`src/rtl/mem_req_pkg.sv`:
```
// mem_req_pkg: request type, default widths and sizing helper for the memory request queue
package mem_req_pkg;
  localparam int DEF_ADDR_W = 16;
  localparam int DEF_DATA_W = 16;
  typedef struct packed {
    logic                  we;
    logic [DEF_ADDR_W-1:0] address;
    logic [DEF_DATA_W-1:0] data;
  } req_t;
  function automatic int clog2(input int n);
    int r = 0;
    for (int v = n - 1; v > 0; v = v >> 1) r++;
    return r;
  endfunction
endpackage

```
`src/rtl/mem_req_fifo.sv`:
```
// mem_req_fifo: synchronous in-order FIFO of request structs with occupancy count
module mem_req_fifo
  import mem_req_pkg::*;
#(
  parameter type T = req_t,
  parameter int DEPTH = 8,
  localparam int AW = clog2(DEPTH)
) (
  input  logic        clk,
  input  logic        reset,
  input  logic        push,
  input  logic        pop,
  input  T            din,
  output T            dout,
  output logic        full,
  output logic        empty,
  output logic [AW:0] count
);
  T mem [DEPTH];
  logic [AW-1:0] wr_ptr, rd_ptr;
  logic do_push, do_pop;
  assign full = count == (AW+1)'(DEPTH);
  assign empty = count == '0;
  assign do_push = push && !full;
  assign do_pop = pop && !empty;
  assign dout = mem[rd_ptr];
  always_ff @(posedge clk) begin
    if (do_push) mem[wr_ptr] <= din;
  end
  // Pointers wrap naturally since DEPTH is a power of two.
  always_ff @(posedge clk or posedge reset) begin
    if (reset) begin
      wr_ptr <= '0;
      rd_ptr <= '0;
      count <= '0;
    end else begin
      wr_ptr <= wr_ptr + AW'(do_push);
      rd_ptr <= rd_ptr + AW'(do_pop);
      count <= count + (AW+1)'(do_push) - (AW+1)'(do_pop);
    end
  end
endmodule

```
`src/rtl/mem_req_queue.sv`:
```
// mem_req_queue: in-order request queue feeding the memory controller, with
// outstanding-request throttling, a read-after-write fence and registered returns.
module mem_req_queue
  import mem_req_pkg::*;
#(
  parameter int ADDR_W = DEF_ADDR_W,
  parameter int DATA_W = DEF_DATA_W,
  parameter int DEPTH = 8,
  parameter int MAX_OUTSTANDING = 4
) (
  input  logic              clk,
  input  logic              reset,
  input  logic              req_valid,
  output logic              req_ready,
  input  logic              req_we,
  input  logic [ADDR_W-1:0] req_address,
  input  logic [DATA_W-1:0] req_data,
  output logic              wr_en,
  output logic [ADDR_W-1:0] wr_address,
  output logic [DATA_W-1:0] wr_data,
  input  logic              wr_ret_ack,
  input  logic [ADDR_W-1:0] wr_ret_address,
  output logic              rd_en,
  output logic [ADDR_W-1:0] rd_address,
  input  logic              rd_ret_ack,
  input  logic [ADDR_W-1:0] rd_ret_address,
  input  logic [DATA_W-1:0] rd_ret_data,
  output logic              wr_resp_valid,
  output logic [ADDR_W-1:0] wr_resp_address,
  output logic              rd_resp_valid,
  output logic [ADDR_W-1:0] rd_resp_address,
  output logic [DATA_W-1:0] rd_resp_data,
  output logic              busy,
  output logic              spurious_ack
);
  localparam int AW = clog2(DEPTH);
  req_t din, head;
  logic full, empty, issue, wr_issue, rd_issue, wr_dec, rd_dec;
  logic [AW:0] count;
  logic [3:0] wr_cnt, rd_cnt;
  assign din = '{we: req_we, address: req_address, data: req_data};
  // Reads wait for every issued write to complete so they never overtake one.
  assign issue = !empty && ({1'b0, wr_cnt} + {1'b0, rd_cnt} < 5'(MAX_OUTSTANDING))
                 && (head.we || wr_cnt == '0);
  assign wr_issue = issue && head.we;
  assign rd_issue = issue && !head.we;
  assign wr_dec = wr_ret_ack && wr_cnt != '0;
  assign rd_dec = rd_ret_ack && rd_cnt != '0;
  assign req_ready = !full;
  assign busy = count != '0 || wr_cnt != '0 || rd_cnt != '0;
  mem_req_fifo #(.T(req_t), .DEPTH(DEPTH)) u_fifo (
    .clk   (clk),
    .reset (reset),
    .push  (req_valid),
    .pop   (issue),
    .din   (din),
    .dout  (head),
    .full  (full),
    .empty (empty),
    .count (count)
  );
  always_ff @(posedge clk or posedge reset) begin
    if (reset) begin
      wr_cnt <= '0;
      rd_cnt <= '0;
      wr_en <= 1'b0;
      rd_en <= 1'b0;
      wr_address <= '0;
      wr_data <= '0;
      rd_address <= '0;
      wr_resp_valid <= 1'b0;
      wr_resp_address <= '0;
      rd_resp_valid <= 1'b0;
      rd_resp_address <= '0;
      rd_resp_data <= '0;
      spurious_ack <= 1'b0;
    end else begin
      wr_cnt <= wr_cnt + 4'(wr_issue) - 4'(wr_dec);
      rd_cnt <= rd_cnt + 4'(rd_issue) - 4'(rd_dec);
      wr_en <= wr_issue;
      rd_en <= rd_issue;
      if (wr_issue) begin
        wr_address <= head.address;
        wr_data <= head.data;
      end
      if (rd_issue) rd_address <= head.address;
      wr_resp_valid <= wr_ret_ack;
      wr_resp_address <= wr_ret_address;
      rd_resp_valid <= rd_ret_ack;
      rd_resp_address <= rd_ret_address;
      rd_resp_data <= rd_ret_data;
      spurious_ack <= spurious_ack | (wr_ret_ack && wr_cnt == '0) | (rd_ret_ack && rd_cnt == '0);
    end
  end
endmodule

```
`config.mk`:
```
export PLATFORM = sky130hd
export DESIGN_NAME = mem_req_queue
export DESIGN_NICKNAME = d
export VERILOG_FILES = /design/src/rtl/mem_req_pkg.sv /design/src/rtl/mem_req_fifo.sv /design/src/rtl/mem_req_queue.sv
export SDC_FILE = /design/constraint.sdc
export NUM_CORES = 1
export LEC_CHECK = 0
export CORE_MARGIN = 2
export CORE_UTILIZATION = 40
export DETAILED_ROUTE_END_ITERATION = 10
export HOLD_SLACK_MARGIN = 0.02
export SLEW_MARGIN = 25
export SYNTH_ARGS = -nofsm -noshare
export SYNTH_HDL_FRONTEND = slang
export SYNTH_SLANG_ARGS = --single-unit
```
`constraint.sdc`:
```
create_clock -name clk -period 4.7 [get_ports clk]
set_input_delay 0.94 -clock clk [delete_from_list [all_inputs] [get_ports clk]]
set_output_delay 0.94 -clock clk [all_outputs]
set_load 0.01 [all_outputs]
```
=== After elaboration in Yosys (flattened, before gate mapping) ===
Memories as Yosys holds them, arrays and structs flattened.
Cells that the tools add are included.

* Memories: 1
* Memory bits (writable): 264
* Logic and storage cells: 54
* Input port bits: 86
* Output and inout port bits: 103
* Register bits after elaboration: 119

{| class="wikitable"
|+ Memories
! memory !! depth !! width !! rd ports !! clocked after memory_dff !! write ports !! line !! source
|-
| u_fifo.mem || 8 || 33 || 1 || 0 || 1 || mem_req_fifo.sv:19 || <nowiki>T mem [DEPTH];</nowiki>
|}

* Reductions and logical operators: 22
* Add/subtract/negate cells: 9
* Muxes and demuxes: 2
* Bitwise gates (word level): 2
* Equal/unequal tests: 1
* Order comparisons: 1

{| class="wikitable"
|+ Operators by type and width
! cell !! number
|-
| adder 4 x 1 -> 4 bit || 3
|-
| zero test 4 bit || 3
|-
| nonzero test 4 bit || 3
|-
| subtractor 4 x 1 -> 4 bit || 3
|-
| logical AND 1 bit || 10
|-
| adder 3 x 1 -> 3 bit || 2
|-
| adder 4 x 4 -> 5 bit || 1
|-
| less-than comparator 5 x 3 -> 1 bit, second input constant || 1
|-
| == test 4 bit, second input constant || 1
|-
| zero test 1 bit || 3
|-
| logical OR 1 bit || 3
|-
| 2-to-1 mux 1 bit || 2
|-
| bitwise OR 1 bit || 2
|}

=== Depth between registers and ports, before layout ===
Gate-level depths: netlist of the first run.

* Depth after elaboration: 7
* Depth in mapped cells: 12
* Depth with buffers taken out: 11

=== Hierarchy ===
Synthesis of the first run repeated with hierarchy kept, for this count alone.

* Cells, all modules: 648
* Area, all modules: 14310.0 sq um

{| class="wikitable"
|+ Modules (own cells, without submodules)
! module !! cells each !! instances !! sequential area each (sq um) !! area an instance (sq um)
|-
| mem_req_fifo || 433 || 1 || 8177.8 || 10477.5
|-
| mem_req_queue || 215 || 1 || 2727.6 || 3832.4
|}

=== Worst setup path after synthesis of the first run ===
No wires, ideal clock.

* Kind: input to register
* Start: input req_valid
* End: memory u_fifo.mem[1][0] in the netlist's numbering, enable pin
* Library setup time: 0.464 ns
* Setup slack: 0.519 ns
* Buffers on the path: 0
* Stages on the path: 3
* Required time: 4.236 ns
* Arrival time: 3.717 ns
* Cells stage by stage: a21boi_0 -> nand2_1 -> nor3_1

* Cells in the longest elaborated chain, start to end: 3

{| class="wikitable"
|+ Ends and longest elaborated chain
! item !! line !! source
|-
| from (decl) || mem_req_queue.sv:13 || <nowiki>input logic req_valid,</nowiki>
|-
| logical AND 1 bit || mem_req_fifo.sv:24 || <nowiki>assign do_push = push && !full;</nowiki>
|-
| 2-to-1 mux 1 bit || mem_req_fifo.sv:28 || <nowiki>if (do_push) mem[wr_ptr] <= din;</nowiki>
|-
| 2-to-1 mux 1 bit (implied by the code) || mem_req_fifo.sv:28 ||
|-
| to (decl) || mem_req_fifo.sv:19 ||
|}

No other way between the ends.

=== Worst setup path after layout of the first run ===
* Start: register wr_cnt[2]
* End: output busy

* Cells in the longest elaborated chain, start to end: 3

{| class="wikitable"
|+ Ends and longest elaborated chain
! item !! line !! source
|-
| from (decl) || mem_req_queue.sv:40 || <nowiki>logic [3:0] wr_cnt, rd_cnt;</nowiki>
|-
| from (signal assigned) || mem_req_queue.sv:78 || <nowiki>wr_cnt <= wr_cnt + 4'(wr_issue) - 4'(wr_dec);</nowiki>
|-
| nonzero test 4 bit || mem_req_queue.sv:50 || <nowiki>assign busy = count != '0 || wr_cnt != '0 || rd_cnt != '0;</nowiki>
|-
| logical OR 1 bit (2 in a row) || mem_req_queue.sv:50 ||
|-
| to (decl) || mem_req_queue.sv:33 || <nowiki>output logic busy,</nowiki>
|}

No other way between the ends.

==> impl_metrics.toml, run 1 <==
[power_and_ir_drop]
peakVddDrop_uv = 541
power-per-cell-area_nw_per_um2 = 604
leakage_nw = 6.71
total_power_mw = 11.0

[grt]
antenna_found_initial = 0
grt_pass1_vias = 7297
grt_pass1_wl_mm = 43.5
track_usage_pct = 15.2
grt-ovfl-total = 0
grt_max_degree = 108

[timing]
setup_viol = 0
finalHoldWorstSlack_ns = 0.506
max_freq_mhz = 323
rsz0062_at_grt = "no"
min_period_over_period_pct = 65.9
fin_skew_ns = 0.0198
fin_ws_ns = 1.60
relSlewSlack_pct = 49.0
hold_violations = 0
drv_slew = 0
setup_tns_ns = 0
fin_crit_ns = 3.10
tightest_slew_ns = 0.765

[critical_path]
cp-start-kind = "register"
cp_max_fo = 5
cp_slowest_cell = "clkdlybuf4s50_1"
path_class = "register to output pin"
end_kind = "output pin"
cp_cell_sequence = "inv_1, ha_1, and3_1, nand4_1, clkdlybuf4s50_1"
critPathArrivalTime_ns = 2.16
critPathBufInv = 2
critPathTopFamily = "buffers and inverters"
required_ns = 3.76
cpPeakStageDelay_ns = 0.50

[place]
dp_hpwl_mm = 17.4
placed_area_um2 = 16900
post-place-ws_ns = 1.45
io_buffer_count = 188
dp.cells = 1292
gp_congestion = 0.699

[cts]
cts_tree = "done"
htreeDepth = 2
clk_latency_ns = 0.55
cts_sinks = 383
root_buffer = "clkbuf_16"
post_cts_resized = 0
post_cts_buffers = 0
clkTransAtPathRegs_ns = 0.06
ctsHoldBuffers = 0
clk_path_buf_depth = 3
cts-buffers-inserted = 40

[yosys]
ys_types = 32
synth.yosys.seq_area_share_pct = 75.6
ys.warnings.count = 0
ys_ff_latch = 383
postSynthCellCount = 649
postSynthAreaPerCell_um2 = 22.2
syn-cell-area_um2 = 14400
syn_nets = 761

[layout]
final_cells = 1364
fin_nets = 985
diodes = 0
areaGrowthSynthToFinish_pct = 26.9
drive_gt1_share_pct = 24.7
final_cell_mix = "264 x edfxtp_1, 188 x clkdlybuf4s50_1, 116 x dfrtp_1"
fin_util_pct = 51.5
final_common_cell = "edfxtp_1"
final_area_um2 = 18300
nFillCells = 2855

[die]
die_w_um = 194
fp.dieH_um = 194
core_area_um2 = 35600
io_pins = 189
dieArea_um2 = 37600
fp-row-count = 69
start_util_pct = 40.5

[route]
drc = 0
first_pass_iters = 4
routed_wl_mm = 27.8
wire_per_inst_um = 20.3
viasPerCell = 4.93
vias = 6728
drtAntennaViolNets = 0
drtIter0Drc = 339

[job]
drv_cap = 0

[hold_path]
hold_class = "register to register"

[run_status]
status = "completed"
[logic make-up after synthesis]
| group | Yosys count | synth area share, % |
|---|---|---|
| flops | 383 | 75.6 |
| fa+ha+maj | 26 | 2.41 |
| compound gates | 9 | 0.417 |
| xor+xnor | 8 | 0.486 |
| mux | 149 | 17.9 |
| simple gates | 27 | 1.03 |
| buf+inv | 47 | 2.10 |
[report_power, final]
group	internal, mW	switching, mW	total [mW]
Clock	2.07	1.28	3.35
Sequential	4.29	0.321	4.61
Combinational	1.71	1.38	3.08
Total	8.07	2.98	11.0
[registers in the layout, summed over array words and instances (netlist names)]
signal / count
wr_resp_address: 16
wr_data: 16
wr_resp_valid: 1
rd_resp_data: 16
spurious_ack: 1
rd_address: 16
rd_resp_valid: 1
rd_resp_address: 16
u_fifo.count: 4
rd_en: 1
u_fifo.wr_ptr: 3
wr_address: 16
u_fifo.mem: 264
u_fifo.rd_ptr: 3
wr_en: 1
rd_cnt: 4
wr_cnt: 4
[routing by layer]
layer,part of all wire (%),track usage (%)
met1,44,20.5
met2,49,24.5
met3,5.3,3.44
met4,1.9,4.94
met5,0,0
[cells in the mapped netlist, drive strengths merged]
| cell type | count | area (um^2) |
|---|---|---|
| edfxtp | 264 | 7930 |
| dfrtp | 119 | 2980 |
| mux2 | 80 | 1010 |
| mux4 | 65 | 1540 |
| ha | 23 | 288 |
| inv | 23 | 86.3 |
| buf | 17 | 190 |
| nor2 | 9 | 41.3 |
| clkbuf | 7 | 26.3 |
| xor2 | 7 | 61.3 |
| a21oi | 4 | 20.0 |
| mux2i | 4 | 40.0 |
| a21o | 3 | 22.5 |
| fa | 3 | 60.1 |
| nand2 | 3 | 11.3 |
| nand2b | 3 | 18.8 |
| nor3 | 3 | 15.0 |
| and3 | 2 | 12.5 |
| nand4 | 2 | 12.5 |
| nor2b | 2 | 12.5 |
| a21boi | 1 | 7.51 |
| a221o | 1 | 10.0 |
| nand3 | 1 | 5.00 |
| nand3b | 1 | 11.3 |
| or3b | 1 | 8.76 |
| xnor2 | 1 | 8.76 |
[worst paths after layout]
kind / startpoint / end / slack [ns] / depth (start not counted)
worst max-delay path: wr_cnt[2] / busy / 1.60 / 5
worst min-delay path: spurious_ack / spurious_ack / 0.51 / 1
worst max register to register: u_fifo.rd_ptr[0] / wr_cnt[2] / 1.62 / 7
worst min register to register: spurious_ack / spurious_ack / 0.51 / 1
max in group asynchronous: reset / wr_data[3] / 3.03 / 3
min in group asynchronous: reset / rd_resp_address[2] / 0.95 / 2
[area by class of cell]
| cell class | instances | area, um^2 | area share, % |
|---|---|---|---|
| clock buffers | 47 | 1070 | 5.83 |
| clock inverters | 25 | 344 | 1.88 |
| inverters | 23 | 93.8 | 0.513 |
| multi-input cells | 219 | 3270 | 17.8 |
| flip-flops and latches | 383 | 10900 | 59.6 |
| well taps | 461 | 577 | 3.15 |
| repair buffers | 206 | 2040 | 11.2 |
Power figures use the tool's default switching activity.
==> run 2: changes to the inputs <==
==> constraint.sdc (replaced) <==
create_clock -name clk -period 3.1 [get_ports clk]
set_input_delay 0.62 -clock clk [delete_from_list [all_inputs] [get_ports clk]]
set_output_delay 0.62 -clock clk [all_outputs]
set_load 0.01 [all_outputs]
==> impl_metrics.toml, run 2 (synthesis gave the netlist of run 1 again) <==
[layout]
final_cell_mix = "264 x edfxtp_1, 188 x clkdlybuf4s50_1, 116 x dfrtp_1"
areaGrowthSynthToFinish_pct = 28.8
drive_gt1_share_pct = 25.5
final_common_cell = "edfxtp_1"
nFillCells = 2858
register_area_um2 = 10900
diodes = 0
regMostFlops = "u_fifo.mem"
fin_nets = 1000
largest_reg_flops = 264
multiInputGateArea_um2 = 3280
final_cells = 1382
fin_util_pct = 52.2

[cts]
clk_latency_ns = 0.56
clk_path_buf_depth = 3
cts_sinks = 383
htreeDepth = 2
ctsHoldBuffers = 0
cts-buffers-inserted = 41
post_cts_resized = 0
root_buffer = "clkbuf_16"
clkTransAtPathRegs_ns = 0.06
post_cts_buffers = 0
cts_tree = "done"

[timing]
fin_skew_ns = 0.0293
fin_ws_ns = 0.410
relSlewSlack_pct = 48.0
drv_slew = 0
finalHoldWorstSlack_ns = 0.429
rsz0062_at_grt = "no"
min_period_over_period_pct = 86.8
hold_violations = 0
setup_tns_ns = 0
setup_viol = 0
fin_crit_ns = 2.69
max_freq_mhz = 372
tightest_slew_ns = 0.779

[job]
drv_cap = 0

[critical_path]
cp_max_fo = 5
path_class = "register to output pin"
critPathArrivalTime_ns = 2.07
end_kind = "output pin"
required_ns = 2.48
cp-start-kind = "register"

[route]
vias = 6878
first_pass_iters = 4
wire_per_inst_um = 20.7
drtIter0Drc = 284
viasPerCell = 4.98
drc = 0
routed_wl_mm = 28.7
drtAntennaViolNets = 0

[grt]
met2_usage_pct = 25.0
antenna_found_initial = 0
grt.met1_usage_pct = 21.9
grt_pass1_wl_mm = 44.8
grt_pass1_vias = 7384
grt_max_degree = 54
met3_usage_pct = 2.87
busiest_layer = "met2"
grt-ovfl-total = 0
track_usage_pct = 15.6

[place]
post-place-ws_ns = 0.518
io_buffer_count = 188
dp_hpwl_mm = 17.8
dp.cells = 1306
gp_congestion = 0.708

[die]
core_area_um2 = 35600
die_w_um = 194
io_pins = 189
fp-row-count = 69
start_util_pct = 40.5
dieArea_um2 = 37600
fp.dieH_um = 194

[hold_path]
hold_class = "primary input to async pin"

[power_and_ir_drop]
power-per-cell-area_nw_per_um2 = 911
leakage_nw = 6.83
peakVddDrop_uv = 607

[run_status]
status = "completed"
-- run 2: cell type report --
cell class                 instances  share of cell area [%]
clock buffer                      56                    6.27
timing repair buffer             220                    12.4
inverter                          23                   0.485
sequential                       383                    58.8
tap                              461                    3.11
multi-input combinational        219                    17.7
clock inverter                    20                    1.35
-- run 2: final timing paths --
kind	start	end	slack (ns)	depth (start not counted)
worst max-delay path	wr_cnt[2]	busy	0.41	5
worst max register to register	u_fifo.count[2]	u_fifo.count[2]	0.52	10
worst min register to register	spurious_ack	spurious_ack	0.48	1
max in group asynchronous	reset	u_fifo.wr_ptr[1]	2.00	3
min in group clk	spurious_ack	spurious_ack	0.48	1
worst min-delay path	reset	wr_resp_address[2]	0.43	2
-- run 2: report_power, final --
| part | internal (mW) | switching, mW |
|---|---|---|
| combinational | 2.72 | 2.26 |
| clock | 3.07 | 1.97 |
| sequential | 6.51 | 0.389 |
-- run 2: critical path, stage by stage (launching register included) --
cell,delay (ns)
dfrtp_1,0.38
inv_1,0.08
ha_1,0.14
and3_1,0.29
nand4_1,0.14
clkdlybuf4s50_1,0.50
-- run 2: layer usage --
metal | vias up | share of wire [%]
li1 | 3058 | -
met1 | 3583 | 46
met2 | 193 | 47
met3 | 44 | 4.9
met4 | 0 | 2.2
met5 | - | 0
-- run 2: metrics by stage --
step	power (mW)	area, um^2
3_5_place_dp	12.1	17200
2_1_floorplan	10.2	14400
6_report	16.9	18600
5_1_grt	17.8	18600
3_3_place_gp	12.1	17200
4_1_cts	17.2	18600
==> patch 1: new RTL, config.mk and constraints of run 1 <==
Set the package constant `DEF_DATA_W` to 32 (it was 16).
--- a/src/rtl/mem_req_pkg.sv
+++ b/src/rtl/mem_req_pkg.sv
@@ -1,7 +1,7 @@
 // mem_req_pkg: request type, default widths and sizing helper for the memory request queue
 package mem_req_pkg;
   localparam int DEF_ADDR_W = 16;
-  localparam int DEF_DATA_W = 16;
+  localparam int DEF_DATA_W = 32;
   typedef struct packed {
     logic                  we;
     logic [DEF_ADDR_W-1:0] address;
Interface: changed (resized rd_resp_data, rd_ret_data, req_data and wr_data); port bits go from 189 to 253. The function was not compared with the original's and may differ.
==> patch 1 against run 1 <==
- wire length is 49% higher
- die area is 38% higher
- design area is 39% higher
- total power is 38% higher
- setup slack worse by 0.19 ns
- sequential cell count is 160 higher
- highest routed layer unchanged
- hold slack worse by 0.014 ns
- critical path depth stayed put
- cell count is 39% higher
- sequential power is 42% higher
- first-iteration DRC count is 100% higher
- largest power group unchanged
- synthesized area is 38% higher
- core utilization is 0.19 points higher
==> patch 1: results (changes against run 1) <==
Placed design
  • IO buf count: 252 (+34%)
  • Placement Setup Slack: 1.39 ns (-0.0558 ns)
  • Post-DP HPWL: 25,600 um (+47%)
  • Post-DP Area: 0.0235 mm2 (+39%)
  • GPL Wtd Cong: 0.713 (+2.0%)

Clock network
  • Total CTS buffers: 56 (+40%)
  • Clk_lat worst skew: 0.60 ns (+0.05 ns)

Route
  • Iter 0 DRT Violations: 681 (+100%)
  • Routed Wire Length: 41,400 um (+49%)
  • Met3 wire len: 2760 um (+88%)
  • DRT met1 WL: 18,100 um (+47%)
  • WL met2: 19,800 um (+47%)
  • Via Count: 9,426 (+40%)

Synth
  • Ranking of synthesized cells by area: edfxtp_1 (59%), dfrtp_1 (19%), mux4_2 (11%)
  • Synth unique cells: 31 (-3.1%)
  • Post-synth EDFFs: 392 (+48%)
  • Ys async rst share: 27.8% (-3.3 points)
  • Cell count after synthesis: 883 (+36%)
  • Post-synthesis register bit count: 543 (+42%)
  • Seq/Total Area, Yosys: 77.9% (+2.2 points)
  • Syn_nets: 1,027 (+35%)

Layout
  • Clock-cell share: 7.50% (-0.21 points)
  • Multi-input gate count: 283 (+29%)
  • Non-clock buffers: 279 (+35%)
  • CLK BUF: 79 (+68%)
  • Non-clock buffer share: 10.9% (-0.21 points)
  • # nets final: 1,330 (+35%)
  • Share of post-route cells with drive strength above 1: 27.6% (+2.9 points)
  • ANT cells: 3 (+3)
  • Multi-input combinational area share: 16.6% (-1.2 points)
  • Fin cells: 1,901 (+39%)
  • FF/Latch Area: 0.0156 mm2 (+43%)

Power and ir drop
  • Net Sw Power: 0.00418 W (+40%)
  • Seq pwr share: 42.9% (+1.1 points)
  • Combinational cell power: 0.00421 W (+37%)
  • Peak supply drop: 299 uV (-45%)

Global routing
  • Number of global-route vias before repair: 10,077 (+38%)
  • Met1 usage: 22.0% (+1.5 points)
  • Grt met2 use: 26.7% (+2.2 points)
  • Overall Global Routing Usage: 16.3% (+1.2 points)
  • GR Layer Usage met3: 3.61% (+0.17 points)
  • Initial antenna violation count: 2 (+2)
  • First-pass GRT wire length: 62,700 um (+44%)

Run status
  • Outcome: finished clean

Worst setup path
  • Worst path top cell family by delay: buffers and inverters
  • Slowest stage delay, CP: 0.54 ns (+0.04 ns)
  • R2R depth: 8 (+1)
  • Worst r2r dst: wr_cnt[1]$_DFF_PP0_

Die
  • Die Wd: 227 um (+17%)

Timing
  • Setup Skew: 0.0188 ns (-0.000987 ns)
  • Rel. slew slack: 41.3% (-7.7 points)
  • Final hold slack: 0.492 ns (-0.0142 ns)
[patch 1: how the worst max path moves through the flow]
stage / slack (ns) / to / depth (start not counted) / startpoint
3_3_place_gp: 1.45 / u_fifo.mem[3][25]$_DFFE_PP_ / 6 / req_valid
2_1_floorplan: 0.70 / u_fifo.mem[7][0]$_DFFE_PP_ / 3 / req_valid
6_report: 1.42 / busy / 5 / wr_cnt[2]$_DFF_PP0_
5_1_grt: 1.29 / busy / 5 / wr_cnt[2]$_DFF_PP0_
3_5_place_dp: 1.39 / u_fifo.mem[3][25]$_DFFE_PP_ / 6 / req_valid
4_1_cts: 1.32 / busy / 5 / wr_cnt[2]$_DFF_PP0_
[patch 1: kinds of logic after synthesis]
kind of cell,synth area share (%)
adders and majority gates,1.74
buffers and inverters,1.37
DFF,77.9
muxes,17.6
and+or+nand+nor,0.746
xor gates and xnor gates,0.351
AOI/OAI and AO/OA,0.301
==> patch 2: new RTL, settings of run 1 <==
Without the edit above. `wr_resp_address` no longer has a reset.
--- a/src/rtl/mem_req_queue.sv
+++ b/src/rtl/mem_req_queue.sv
@@ -69,7 +69,6 @@
       wr_data <= '0;
       rd_address <= '0;
       wr_resp_valid <= 1'b0;
-      wr_resp_address <= '0;
       rd_resp_valid <= 1'b0;
       rd_resp_address <= '0;
       rd_resp_data <= '0;
@@ -85,12 +84,15 @@
       end
       if (rd_issue) rd_address <= head.address;
       wr_resp_valid <= wr_ret_ack;
-      wr_resp_address <= wr_ret_address;
       rd_resp_valid <= rd_ret_ack;
       rd_resp_address <= rd_ret_address;
       rd_resp_data <= rd_ret_data;
       spurious_ack <= spurious_ack | (wr_ret_ack && wr_cnt == '0) | (rd_ret_ack && rd_cnt == '0);
     end
   end
+
+  always_ff @(posedge clk) begin
+    wr_resp_address <= wr_ret_address;
+  end
 endmodule
 
Formal check against the unedited RTL: not equivalent (Yosys sat finds a counterexample within 4 cycles, from zero or initial values and one cycle with reset high).
==> patch 2 against run 1 <==
- die area fell by 0.55%
- wire length fell by 0.41%
- design area fell by 1.0%
- synthesized area fell by 0.56%
- sequential cell count did not move
- synthesized cell count did not move
- critical path depth rose by 3
- total power fell by 2.5%
- setup slack improved by 0.085 ns
- core utilization fell by 0.28 points
- clock skew fell by 0.0054 ns
- largest cell class unchanged
==> patch 2: results (changes against run 1) <==
Run status
  • Outcome: finished clean

Worst setup path
  • Worst path top cell family by delay: flip-flops
  • Worst EP arrival: 3.42 ns (+1.26 ns)
  • Slowest stage delay, CP: 0.85 ns (+0.35 ns)
  • Worst setup SP type: flop
  • Worst Path Max Fanout: 34 (+29)
  • Worst path slowest cell: dfrtp_4

Clock network
  • Clk_lat worst skew: 0.53 ns (-0.02 ns)
  • Total CTS buffers: 41 (+2.5%)
  • CTS Buffer Depth: 3 (unchanged)
  • Setup bufs post-CTS: 0 (unchanged)
  • CTS clk-pin slew, worst paths: 0.06 ns (about the same)

Global routing
  • Number of global-route vias before repair: 7,296 (-0.014%)
  • Largest net degree at the start of global routing: 56 (-48%)
  • Initial antenna violation count: 1 (+1)
  • First-pass GRT wire length: 43,200 um (-0.71%)
  • Overall Global Routing Usage: 14.9% (-0.31 points)

Power and ir drop
  • Int Power: 0.00784 W (-2.8%)
  • Clock-net power: 0.00309 W (-7.8%)
  • P_seq: 0.00462 W (about the same)
  • Leak Pwr: 6.60 nW (-1.6%)
  • Peak supply drop: 297 uV (-45%)

Layout
  • Share of post-route cells with drive strength above 1: 23.8% (-0.93 points)
  • # nets final: 989 (+0.41%)
  • Reg with most FFs: u_fifo.mem

Placed design
  • Post-DP HPWL: 17,100 um (-1.9%)
  • Placement Setup Slack: 1.55 ns (+0.105 ns)
  • IO buf count: 188 (unchanged)
  • GPL Wtd Cong: 0.715 (+2.2%)

Synth
  • Ys async rst share: 26.9% (-4.2 points)
  • Post-synth EDFFs: 264 (unchanged)
  • Synth unique cells: 33 (+3.1%)
  • Ranking of synthesized cells by area: edfxtp_1 (55%), dfrtp_1 (18%), mux4_2 (7.1%)
  • Seq/Total Area, Yosys: 75.5% (-0.14 points)
  • Post-synth top cells: edfxtp_1 (264), dfrtp_1 (103), mux2_2 (52)

Route
  • Via Count: 6,725 (-0.045%)
  • Iter 0 DRT Violations: 413 (+22%)
  • Drt wl/cell: 20.2 um (-0.85%)

Timing
  • Setup Skew: 0.0144 ns (-0.00536 ns)
  • Setup TNS: 0 ns (unchanged)
  • Rel. slew slack: 49.0% (+0.053 points)
## patch 2: metal layers
layer	track usage [%]	vias to the layer above	part of all wire, %
met4	3.25	2	1.5
met5	0	-	0.047
met1	21.3	3443	46
met2	23.1	220	46
li1	-	3022	-
met3	3.68	38	6.2
## patch 2: worst paths after layout
kind                       depth (start not counted)  slack (ns)                      endpoint                       start
max reg2reg                                        8        1.69           rd_cnt[2]$_DFF_PP0_  u_fifo.rd_ptr[0]$_DFF_PP0_
max in group asynchronous                          3        2.86       wr_data[13]$_DFFE_PP0N_                       reset
min in group asynchronous                          2        0.87  rd_resp_address[7]$_DFF_PP0_                       reset
max                                                8        1.69           rd_cnt[2]$_DFF_PP0_  u_fifo.rd_ptr[0]$_DFF_PP0_
min                                                1        0.48        spurious_ack$_DFF_PP0_      spurious_ack$_DFF_PP0_
min reg2reg                                        1        0.48        spurious_ack$_DFF_PP0_      spurious_ack$_DFF_PP0_
## patch 2: final cells by class
cell class | instances | area, um2
Clock buffer | 63 | 1180
Sequential cell | 383 | 10800
Fill cell | 2858 | 17300
Multi-Input combinational cell | 219 | 3270
Tap cell | 461 | 577
Clock inverter | 12 | 119
Inverter | 23 | 88.8
Timing Repair Buffer | 209 | 2050
## patch 2: through the flow
step	utilization, %	cell area [um2]	cells	power (W)
floorplan	-	14300	649	0.00673
global placement	47.5	16800	1295	0.00780
detailed placement	47.5	16800	1295	0.00783
CTS	51.2	18100	1370	0.0110
global route	51.2	18100	1370	0.0114
finish	51.2	18100	1370	0.0108
## patch 2: cell families after synthesis
family | Yosys count | share of synthesized area (%)
compound gates | 9 | 0.419
xor+xnor | 8 | 0.489
fa+ha+maj | 26 | 2.43
buf+inv | 47 | 2.11
flops | 383 | 75.5
mux | 149 | 18.0
simple gates | 27 | 1.04
